<file path="src/rtl/seg_display_ctrl_if.sv">
// ============================================================================
// seg_display_ctrl_if : load/value handshake, live masks and scan outputs
// Rev 1.0
// ============================================================================
`default_nettype none

interface seg_display_ctrl_if #(
  parameter int NUM_DIGITS = 4,
  parameter int BIN_WIDTH  = 14
);
  logic [BIN_WIDTH-1:0]  value;
  logic                  load;
  logic                  mode;
  logic                  blank_lz;
  logic [NUM_DIGITS-1:0] dp_mask;
  logic [NUM_DIGITS-1:0] blink_mask;
  logic                  busy;
  logic [6:0]            display;
  logic                  dp;
  logic [NUM_DIGITS-1:0] digit;

  modport master (
    output value, load, mode, blank_lz, dp_mask, blink_mask,
    input  busy, display, dp, digit
  );

  modport slave (
    input  value, load, mode, blank_lz, dp_mask, blink_mask,
    output busy, display, dp, digit
  );
endinterface

`default_nettype wire

</file>
<file path="src/rtl/seg_display_ctrl.sv">
// ============================================================================
// seg_display_ctrl : multiplexed 7-segment driver, hex or double-dabble decimal
// Rev 1.0
// ============================================================================
`default_nettype none

module seg_display_ctrl #(
  parameter int NUM_DIGITS     = 4,
  parameter int BIN_WIDTH      = 14,
  parameter int SCAN_DIV_BITS  = 16,
  parameter int BLINK_DIV_BITS = 24
) (
  input  logic               clk,
  input  logic               rst,
  seg_display_ctrl_if.slave  bus
);

  function automatic logic [63:0] pow10(input int n);
    logic [63:0] r;
    r = 64'd1;
    for (int k = 0; k < n; k++) r = r * 64'd10;
    return r;
  endfunction

  function automatic logic [6:0] seg7(input logic [3:0] nib);
    logic [6:0] s;
    case (nib)
      4'h0:    s = 7'b1000000;
      4'h1:    s = 7'b1111001;
      4'h2:    s = 7'b0100100;
      4'h3:    s = 7'b0110000;
      4'h4:    s = 7'b0011001;
      4'h5:    s = 7'b0010010;
      4'h6:    s = 7'b0000010;
      4'h7:    s = 7'b1111000;
      4'h8:    s = 7'b0000000;
      4'h9:    s = 7'b0010000;
      4'hA:    s = 7'b0001000;
      4'hB:    s = 7'b0000011;
      4'hC:    s = 7'b1000110;
      4'hD:    s = 7'b0100001;
      4'hE:    s = 7'b0000110;
      default: s = 7'b0001110;
    endcase
    return s;
  endfunction

  localparam int C_BCD_W  = 4 * NUM_DIGITS;
  localparam int C_IDX_W  = (NUM_DIGITS > 1) ? $clog2(NUM_DIGITS) : 1;
  localparam int C_ITER_W = $clog2(BIN_WIDTH + 1);
  localparam logic [C_IDX_W-1:0]  C_LAST_IDX  = C_IDX_W'(NUM_DIGITS - 1);
  localparam logic [C_ITER_W-1:0] C_LAST_ITER = C_ITER_W'(BIN_WIDTH - 1);
  localparam logic [63:0]         C_DEC_MAX   = pow10(NUM_DIGITS) - 64'd1;
  localparam logic [6:0]          C_SEG_BLANK = 7'b1111111;
  localparam logic [6:0]          C_SEG_DASH  = 7'b0111111;

  typedef enum logic [0:0] {
    S_IDLE = 1'b0,
    S_CONV = 1'b1
  } state_t;

  state_t                    state_q, state_d;
  logic [BIN_WIDTH-1:0]      bin_q, bin_d;
  logic [C_BCD_W-1:0]        bcd_q, bcd_d;
  logic [C_ITER_W-1:0]       iter_q, iter_d;
  logic                      conv_ovf_q, conv_ovf_d;
  logic [C_BCD_W-1:0]        shadow_q, shadow_d;
  logic                      shadow_ovf_q, shadow_ovf_d;
  logic [SCAN_DIV_BITS-1:0]  scan_cnt_q;
  logic [C_IDX_W-1:0]        idx_q, idx_d;
  logic [BLINK_DIV_BITS-1:0] blink_cnt_q;
  logic [6:0]                display_q, display_d;
  logic                      dp_q, dp_d;
  logic [NUM_DIGITS-1:0]     digit_q, digit_d;

  logic [C_BCD_W-1:0]        hex_w;
  logic [C_BCD_W-1:0]        bcd_adj_w;
  logic [63:0]               value_ext_w;
  logic                      over_w;
  logic [NUM_DIGITS-1:0]     lz_w;
  logic                      blink_phase_w;

  generate
    if (BIN_WIDTH >= C_BCD_W) begin : g_hex_trunc
      assign hex_w = bus.value[C_BCD_W-1:0];
    end else begin : g_hex_ext
      assign hex_w = {{(C_BCD_W - BIN_WIDTH){1'b0}}, bus.value};
    end
  endgenerate

  assign value_ext_w   = 64'(bus.value);
  assign over_w        = (value_ext_w > C_DEC_MAX);
  assign blink_phase_w = blink_cnt_q[BLINK_DIV_BITS-1];

  // Double-dabble correction step applied before each shift.
  always_comb begin
    bcd_adj_w = bcd_q;
    for (int i = 0; i < NUM_DIGITS; i++) begin
      if (bcd_q[i*4 +: 4] >= 4'd5) bcd_adj_w[i*4 +: 4] = bcd_q[i*4 +: 4] + 4'd3;
    end
  end

  always_comb begin
    state_d      = state_q;
    bin_d        = bin_q;
    bcd_d        = bcd_q;
    iter_d       = iter_q;
    conv_ovf_d   = conv_ovf_q;
    shadow_d     = shadow_q;
    shadow_ovf_d = shadow_ovf_q;
    case (state_q)
      S_IDLE: begin
        if (bus.load) begin
          if (bus.mode) begin
            state_d    = S_CONV;
            bin_d      = bus.value;
            bcd_d      = '0;
            iter_d     = '0;
            conv_ovf_d = over_w;
          end else begin
            shadow_d     = hex_w;
            shadow_ovf_d = 1'b0;
          end
        end
      end
      S_CONV: begin
        bcd_d  = {bcd_adj_w[C_BCD_W-2:0], bin_q[BIN_WIDTH-1]};
        bin_d  = bin_q << 1;
        iter_d = iter_q + C_ITER_W'(1);
        if (iter_q == C_LAST_ITER) begin
          state_d      = S_IDLE;
          shadow_d     = bcd_d;
          shadow_ovf_d = conv_ovf_q;
        end
      end
      default: state_d = S_IDLE;
    endcase
  end

  always_comb begin
    idx_d = idx_q;
    if (scan_cnt_q == '1) idx_d = (idx_q == C_LAST_IDX) ? '0 : idx_q + C_IDX_W'(1);
  end

  // lz_w[i]: digit i and everything above it are zero; digit 0 always shows.
  always_comb begin : p_lz
    logic zero_run;
    zero_run = 1'b1;
    lz_w     = '0;
    for (int i = NUM_DIGITS - 1; i >= 0; i--) begin
      zero_run = zero_run & (shadow_q[i*4 +: 4] == 4'd0);
      lz_w[i]  = zero_run;
    end
    lz_w[0] = 1'b0;
  end

  always_comb begin : p_out
    logic [3:0] sel_nib;
    logic       sel_lz;
    logic       sel_dp;
    logic       sel_blink;
    sel_nib   = '0;
    sel_lz    = 1'b0;
    sel_dp    = 1'b0;
    sel_blink = 1'b0;
    digit_d   = '1;
    for (int i = 0; i < NUM_DIGITS; i++) begin
      if (idx_q == C_IDX_W'(i)) begin
        sel_nib    = shadow_q[i*4 +: 4];
        sel_lz     = lz_w[i];
        sel_dp     = bus.dp_mask[i];
        sel_blink  = bus.blink_mask[i];
        digit_d[i] = 1'b0;
      end
    end
    display_d = seg7(sel_nib);
    dp_d      = ~sel_dp;
    if (shadow_ovf_q)                  display_d = C_SEG_DASH;
    else if (bus.blank_lz && sel_lz)   display_d = C_SEG_BLANK;
    if (blink_phase_w && sel_blink) begin
      display_d = C_SEG_BLANK;
      dp_d      = 1'b1;
    end
  end

  always_ff @(posedge clk or posedge rst) begin
    if (rst) begin
      state_q      <= S_IDLE;
      bin_q        <= '0;
      bcd_q        <= '0;
      iter_q       <= '0;
      conv_ovf_q   <= 1'b0;
      shadow_q     <= '0;
      shadow_ovf_q <= 1'b0;
      scan_cnt_q   <= '0;
      idx_q        <= '0;
      blink_cnt_q  <= '0;
      display_q    <= C_SEG_BLANK;
      dp_q         <= 1'b1;
      digit_q      <= '1;
    end else begin
      state_q      <= state_d;
      bin_q        <= bin_d;
      bcd_q        <= bcd_d;
      iter_q       <= iter_d;
      conv_ovf_q   <= conv_ovf_d;
      shadow_q     <= shadow_d;
      shadow_ovf_q <= shadow_ovf_d;
      scan_cnt_q   <= scan_cnt_q + SCAN_DIV_BITS'(1);
      idx_q        <= idx_d;
      blink_cnt_q  <= blink_cnt_q + BLINK_DIV_BITS'(1);
      display_q    <= display_d;
      dp_q         <= dp_d;
      digit_q      <= digit_d;
    end
  end

  assign bus.busy    = (state_q == S_CONV);
  assign bus.display = display_q;
  assign bus.dp      = dp_q;
  assign bus.digit   = digit_q;

endmodule

`default_nettype wire

</file>
<file path="src/flat_wrapper.sv">
// flat-port wrapper written by rule: the top's interface ports become plain ports
module seg_display_ctrl_flat 
#(
  parameter int NUM_DIGITS     = 4,
  parameter int BIN_WIDTH      = 14,
  parameter int SCAN_DIV_BITS  = 16,
  parameter int BLINK_DIV_BITS = 24
)
  (clk, rst, bus_value, bus_load, bus_mode, bus_blank_lz, bus_dp_mask, bus_blink_mask, bus_busy, bus_display, bus_dp, bus_digit);
  seg_display_ctrl_if #(.NUM_DIGITS(NUM_DIGITS), .BIN_WIDTH(BIN_WIDTH)) bus_i ();
  input  logic clk;
  input  logic rst;
  input wire logic [$bits(bus_i.value)-1:0] bus_value;
  input wire logic [$bits(bus_i.load)-1:0] bus_load;
  input wire logic [$bits(bus_i.mode)-1:0] bus_mode;
  input wire logic [$bits(bus_i.blank_lz)-1:0] bus_blank_lz;
  input wire logic [$bits(bus_i.dp_mask)-1:0] bus_dp_mask;
  input wire logic [$bits(bus_i.blink_mask)-1:0] bus_blink_mask;
  output wire logic [$bits(bus_i.busy)-1:0] bus_busy;
  output wire logic [$bits(bus_i.display)-1:0] bus_display;
  output wire logic [$bits(bus_i.dp)-1:0] bus_dp;
  output wire logic [$bits(bus_i.digit)-1:0] bus_digit;
  assign bus_i.value = bus_value;
  assign bus_i.load = bus_load;
  assign bus_i.mode = bus_mode;
  assign bus_i.blank_lz = bus_blank_lz;
  assign bus_i.dp_mask = bus_dp_mask;
  assign bus_i.blink_mask = bus_blink_mask;
  assign bus_busy = bus_i.busy;
  assign bus_display = bus_i.display;
  assign bus_dp = bus_i.dp;
  assign bus_digit = bus_i.digit;
  seg_display_ctrl #(.NUM_DIGITS(NUM_DIGITS), .BIN_WIDTH(BIN_WIDTH), .SCAN_DIV_BITS(SCAN_DIV_BITS), .BLINK_DIV_BITS(BLINK_DIV_BITS)) u_core (.clk(clk), .rst(rst), .bus(bus_i));
endmodule
</file>
<file path="config.mk">
export PLATFORM = sky130hd
export DESIGN_NAME = seg_display_ctrl_flat
export DESIGN_NICKNAME = d
export VERILOG_FILES = /design/src/rtl/seg_display_ctrl_if.sv /design/src/rtl/seg_display_ctrl.sv /design/src/flat_wrapper.sv
export SDC_FILE = /design/constraint.sdc
export NUM_CORES = 1
export LEC_CHECK = 0
export CAP_MARGIN = 20
export CORE_ASPECT_RATIO = 0.7
export CORE_MARGIN = 2
export CORE_UTILIZATION = 51
export CTS_CLUSTER_SIZE = 28
export DETAILED_ROUTE_END_ITERATION = 6
export PLACE_DENSITY_LB_ADDON = 0.12
export SLEW_MARGIN = 20
export SYNTH_ARGS = -nofsm -noshare
export SYNTH_HDL_FRONTEND = slang
export SYNTH_SLANG_ARGS = --single-unit
export TNS_END_PERCENT = 5
</file>
<file path="constraint.sdc">
create_clock -name clk -period 5.87 [get_ports clk]
set_input_delay 0.8805 -clock clk [delete_from_list [all_inputs] [get_ports clk]]
set_output_delay 0.8805 -clock clk [all_outputs]
set_load 0.03 [all_outputs]
</file>
==> run_results.csv <==
group,metric,value,unit
cells_and_area,utilization,59.5,%
grt,antenna_found_initial,0,
hold_path,hold_depth,1,
critical_path,critical_path_class,"flop to output port",
cells_and_area,fillers,873,
critical_path,required,4990,ps
grt,grt_pass1_vias,3579,
power_and_ir_drop,p_total,2630,uW
sta,min_period,3120,ps
logic_synthesis,yosys-mux-area-fraction,5.30,%
place,dp_slack,3130,ps
place,numPortBuffers,39,
die,die_w,127,um
critical_path,cp_top_family,"buffers and inverters",
critical_path,reg2regPathDepth,7,
cells_and_area,diodes,0,
drt,drcViolationCount,0,
power_and_ir_drop,leakage,0.00287,uW
critical_path,crit_cells,2,
cells_and_area,multiInputGateArea,2480,um^2
grt,grt-ovfl-total,0,
clocking,clock_latency,340,ps
logic_synthesis,synth_top_area_share,44.3,%
sta,rsz0062_at_grt,"no",
clocking,clockBufferDepth,2,
clocking,clockRootBuffer,"clkbuf_16",
sta,setup_slack,2750,ps
critical_path,cp-startpoint,"u_core.bus.busy$_DFF_PP0_",
die,initial_core_util,52.2,%
drt,firstDrtPassIters,4,
grt,grt_max_degree,71,
critical_path,endpoint_kind,"output port",
die,ios,40,
logic_synthesis,ys.flop_type,"dfrtp_1",
logic_synthesis,synth_xor_area_share,7.19,%
place,post-dp-hpwl,7410,um
clocking,htreeDepth,3,
sta,period_share,53.2,%
die,die-height,89.8,um
drt,drt-initial-drc-count,323,
cells_and_area,area_growth,14.0,%
drt,wl_per_cell,15.2,um
logic_synthesis,synth_top_family_by_area,"simple AND/OR/NAND/NOR gates",
logic_synthesis,synth_area_leader_cell,"dfrtp_1",
clocking,clock-sinks,107,
clocking,cts_tree,"yes",
critical_path,slowest_stage,"clkdlybuf4s50_1",
flow_run,cap_viol_max_count,0,
sta,maxSlewViolCount,0,
cells_and_area,nNetsFinal,598,
grt,grt_pass1_wl,17900,um
logic_synthesis,syn_nets,564,
cells_and_area,final_layout_size_suffix_gt1_share,8.33,%
logic_synthesis,yosys.area_share.adder,5.13,%
logic_synthesis,synth_edf_count,0,
drt,ant_nets,0,
logic_synthesis,avgSynthCellArea,10.4,um^2
logic_synthesis,synth_warnings,0,
logic_synthesis,ys_ff_latch,107,
cells_and_area,seqCellArea,2690,um^2
logic_synthesis,syn_area,5360,um^2
critical_path,worstPathArrival,2240,ps
critical_path,startpoint_type,"flop",
clocking,numCtsBuffers,9,
critical_path,critPathMaxFanout,37,
hold_path,hp-start,"u_core.scan_cnt_q[0]$_DFF_PP0_",
logic_synthesis,synth_most_common_cell,"dfrtp_1",
grt,track_usage,19.4,%
status,status,"finished clean",
drt,vias,3766,
logic_synthesis,yosysUniqueCellTypes,51,
logic_synthesis,synthTopCellsByArea,"dfrtp_1 (44%), dfstp_2 (5.9%), xnor2_1 (5.9%)",
logic_synthesis,yosys.area_share.simple,16.2,%
logic_synthesis,seq_area_frac_synth,50.2,%
critical_path,crit_chain,"buf_4, clkdlybuf4s50_1",
die,fp.dieArea,11400,um^2
clocking,clk_pin_slew,60,ps
place,gp_congestion,0.845,
power_and_ir_drop,p_per_area,430,nW/um^2
logic_synthesis,syn_inst,515,
clocking,postCtsSetupRepairBufs,0,
sta,tightest_slew,988,ps
critical_path,crit_path_max_incr_delay,740,ps
drt,avgViaCountPerCell,5.51,
clocking,cts_resized,0,
sta,maxSlewHeadroom,34.0,%
drt,drt_wl_total,10400,um
logic_synthesis,async_flop_share,100,%
sta,hold_violations,0,
die,row_count,31,
hold_path,hold_class,"flop to flop",
logic_synthesis,yosys-top-cells-count,"dfrtp_1 (95), nand2_1 (63), o21ai_0 (44)",
sta,fin_worst_skew,8.13,ps
sta,setup_violations,0,
critical_path,reg2reg_from,"u_core.idx_q[0]$_DFFE_PP0N_",
clocking,hold_buffers,0,
logic_synthesis,synth_compound_area_share,12.2,%
die,core-area,10300,um^2
power_and_ir_drop,peakVddDrop,0.000211,V
sta,setup_tns,0,ps
critical_path,crit_buf_inv,2,
sta,fmax,320,MHz
## power breakdown
| part | switching (uW) | internal [uW] |
|---|---|---|
| Sequential | 163 | 941 |
| Clock | 252 | 284 |
| Combinational | 547 | 441 |
## worst reg2reg max path, cell delays in order, from the launching register on
cell and delay, ps:
dfrtp_1 430, ha_1 540, a211oi_1 90, a211o_1 410, inv_1 140, ha_1 220
nor2_1 80, o41ai_1 380
## sequential cells by signal (all words and copies together) (netlist names)
name                 flops
u_core.shadow_q         16
u_core.bus.display       7
u_core.bcd_q            16
u_core.conv_ovf_q        1
u_core.bus.busy          1
u_core.blink_cnt_q      24
u_core.iter_q            4
u_core.shadow_ovf_q      1
u_core.bin_q            14
u_core.bus.dp            1
u_core.scan_cnt_q       16
u_core.idx_q             2
u_core.bus.digit         4
## per-layer routing
metal	vias to the layer above	part of all wire, %	global-route usage (%)
met3	10	3.8	4.70
met5	-	0	0
met2	75	42	26.2
li1	1855	-	-
met1	1826	54	31.1
met4	0	0.92	4.76
## final cells by class
cell class | instances | share of cell area [%]
inverter | 28 | 1.76
clock buffer | 12 | 3.87
clock inverter | 2 | 0.246
multi-input combinational | 360 | 40.5
timing repair buffer | 43 | 6.88
sequential | 107 | 44.0
tap | 132 | 2.70
## through the flow
stage	instance area (um^2)	instances	hold WS, ps
after floorplan	5360	515	414
after global placement	5860	670	426
after detailed placement	5860	670	445
after CTS	6110	684	454
after global routing	6110	684	472
final	6110	684	450
## placed cells by master, fill, tap and decap left out, drive strengths merged, types with 17 or more instances in the layout
cell,synthesis,final
nand3,23,23
ha,22,22
xnor2,36,36
clkdlybuf4s50,0,39
dfrtp,95,95
o21ai,46,46
nand2,63,63
a21oi,17,17
inv,28,28
mux2i,19,19
## path summary, 6_finish.rpt
kind	end	slack, ps
min in group asynchronous	u_core.blink_cnt_q[8]$_DFF_PP0_	1060
worst min-delay path	u_core.scan_cnt_q[0]$_DFF_PP0_	450
max in group asynchronous	u_core.shadow_q[11]$_DFFE_PP0P_	3780
worst max register to register	u_core.bus.display[6]$_DFF_PP1_	3460
worst min register to register	u_core.scan_cnt_q[0]$_DFF_PP0_	450
worst max-delay path	bus_busy	2750
## cells by family after synthesis
group / after synthesis
xor+xnor: 44
mux: 27
flops: 107
buf+inv: 48
simple gates: 161
fa+ha+maj: 22
compound gates: 106
Power figures use the tool's default switching activity.
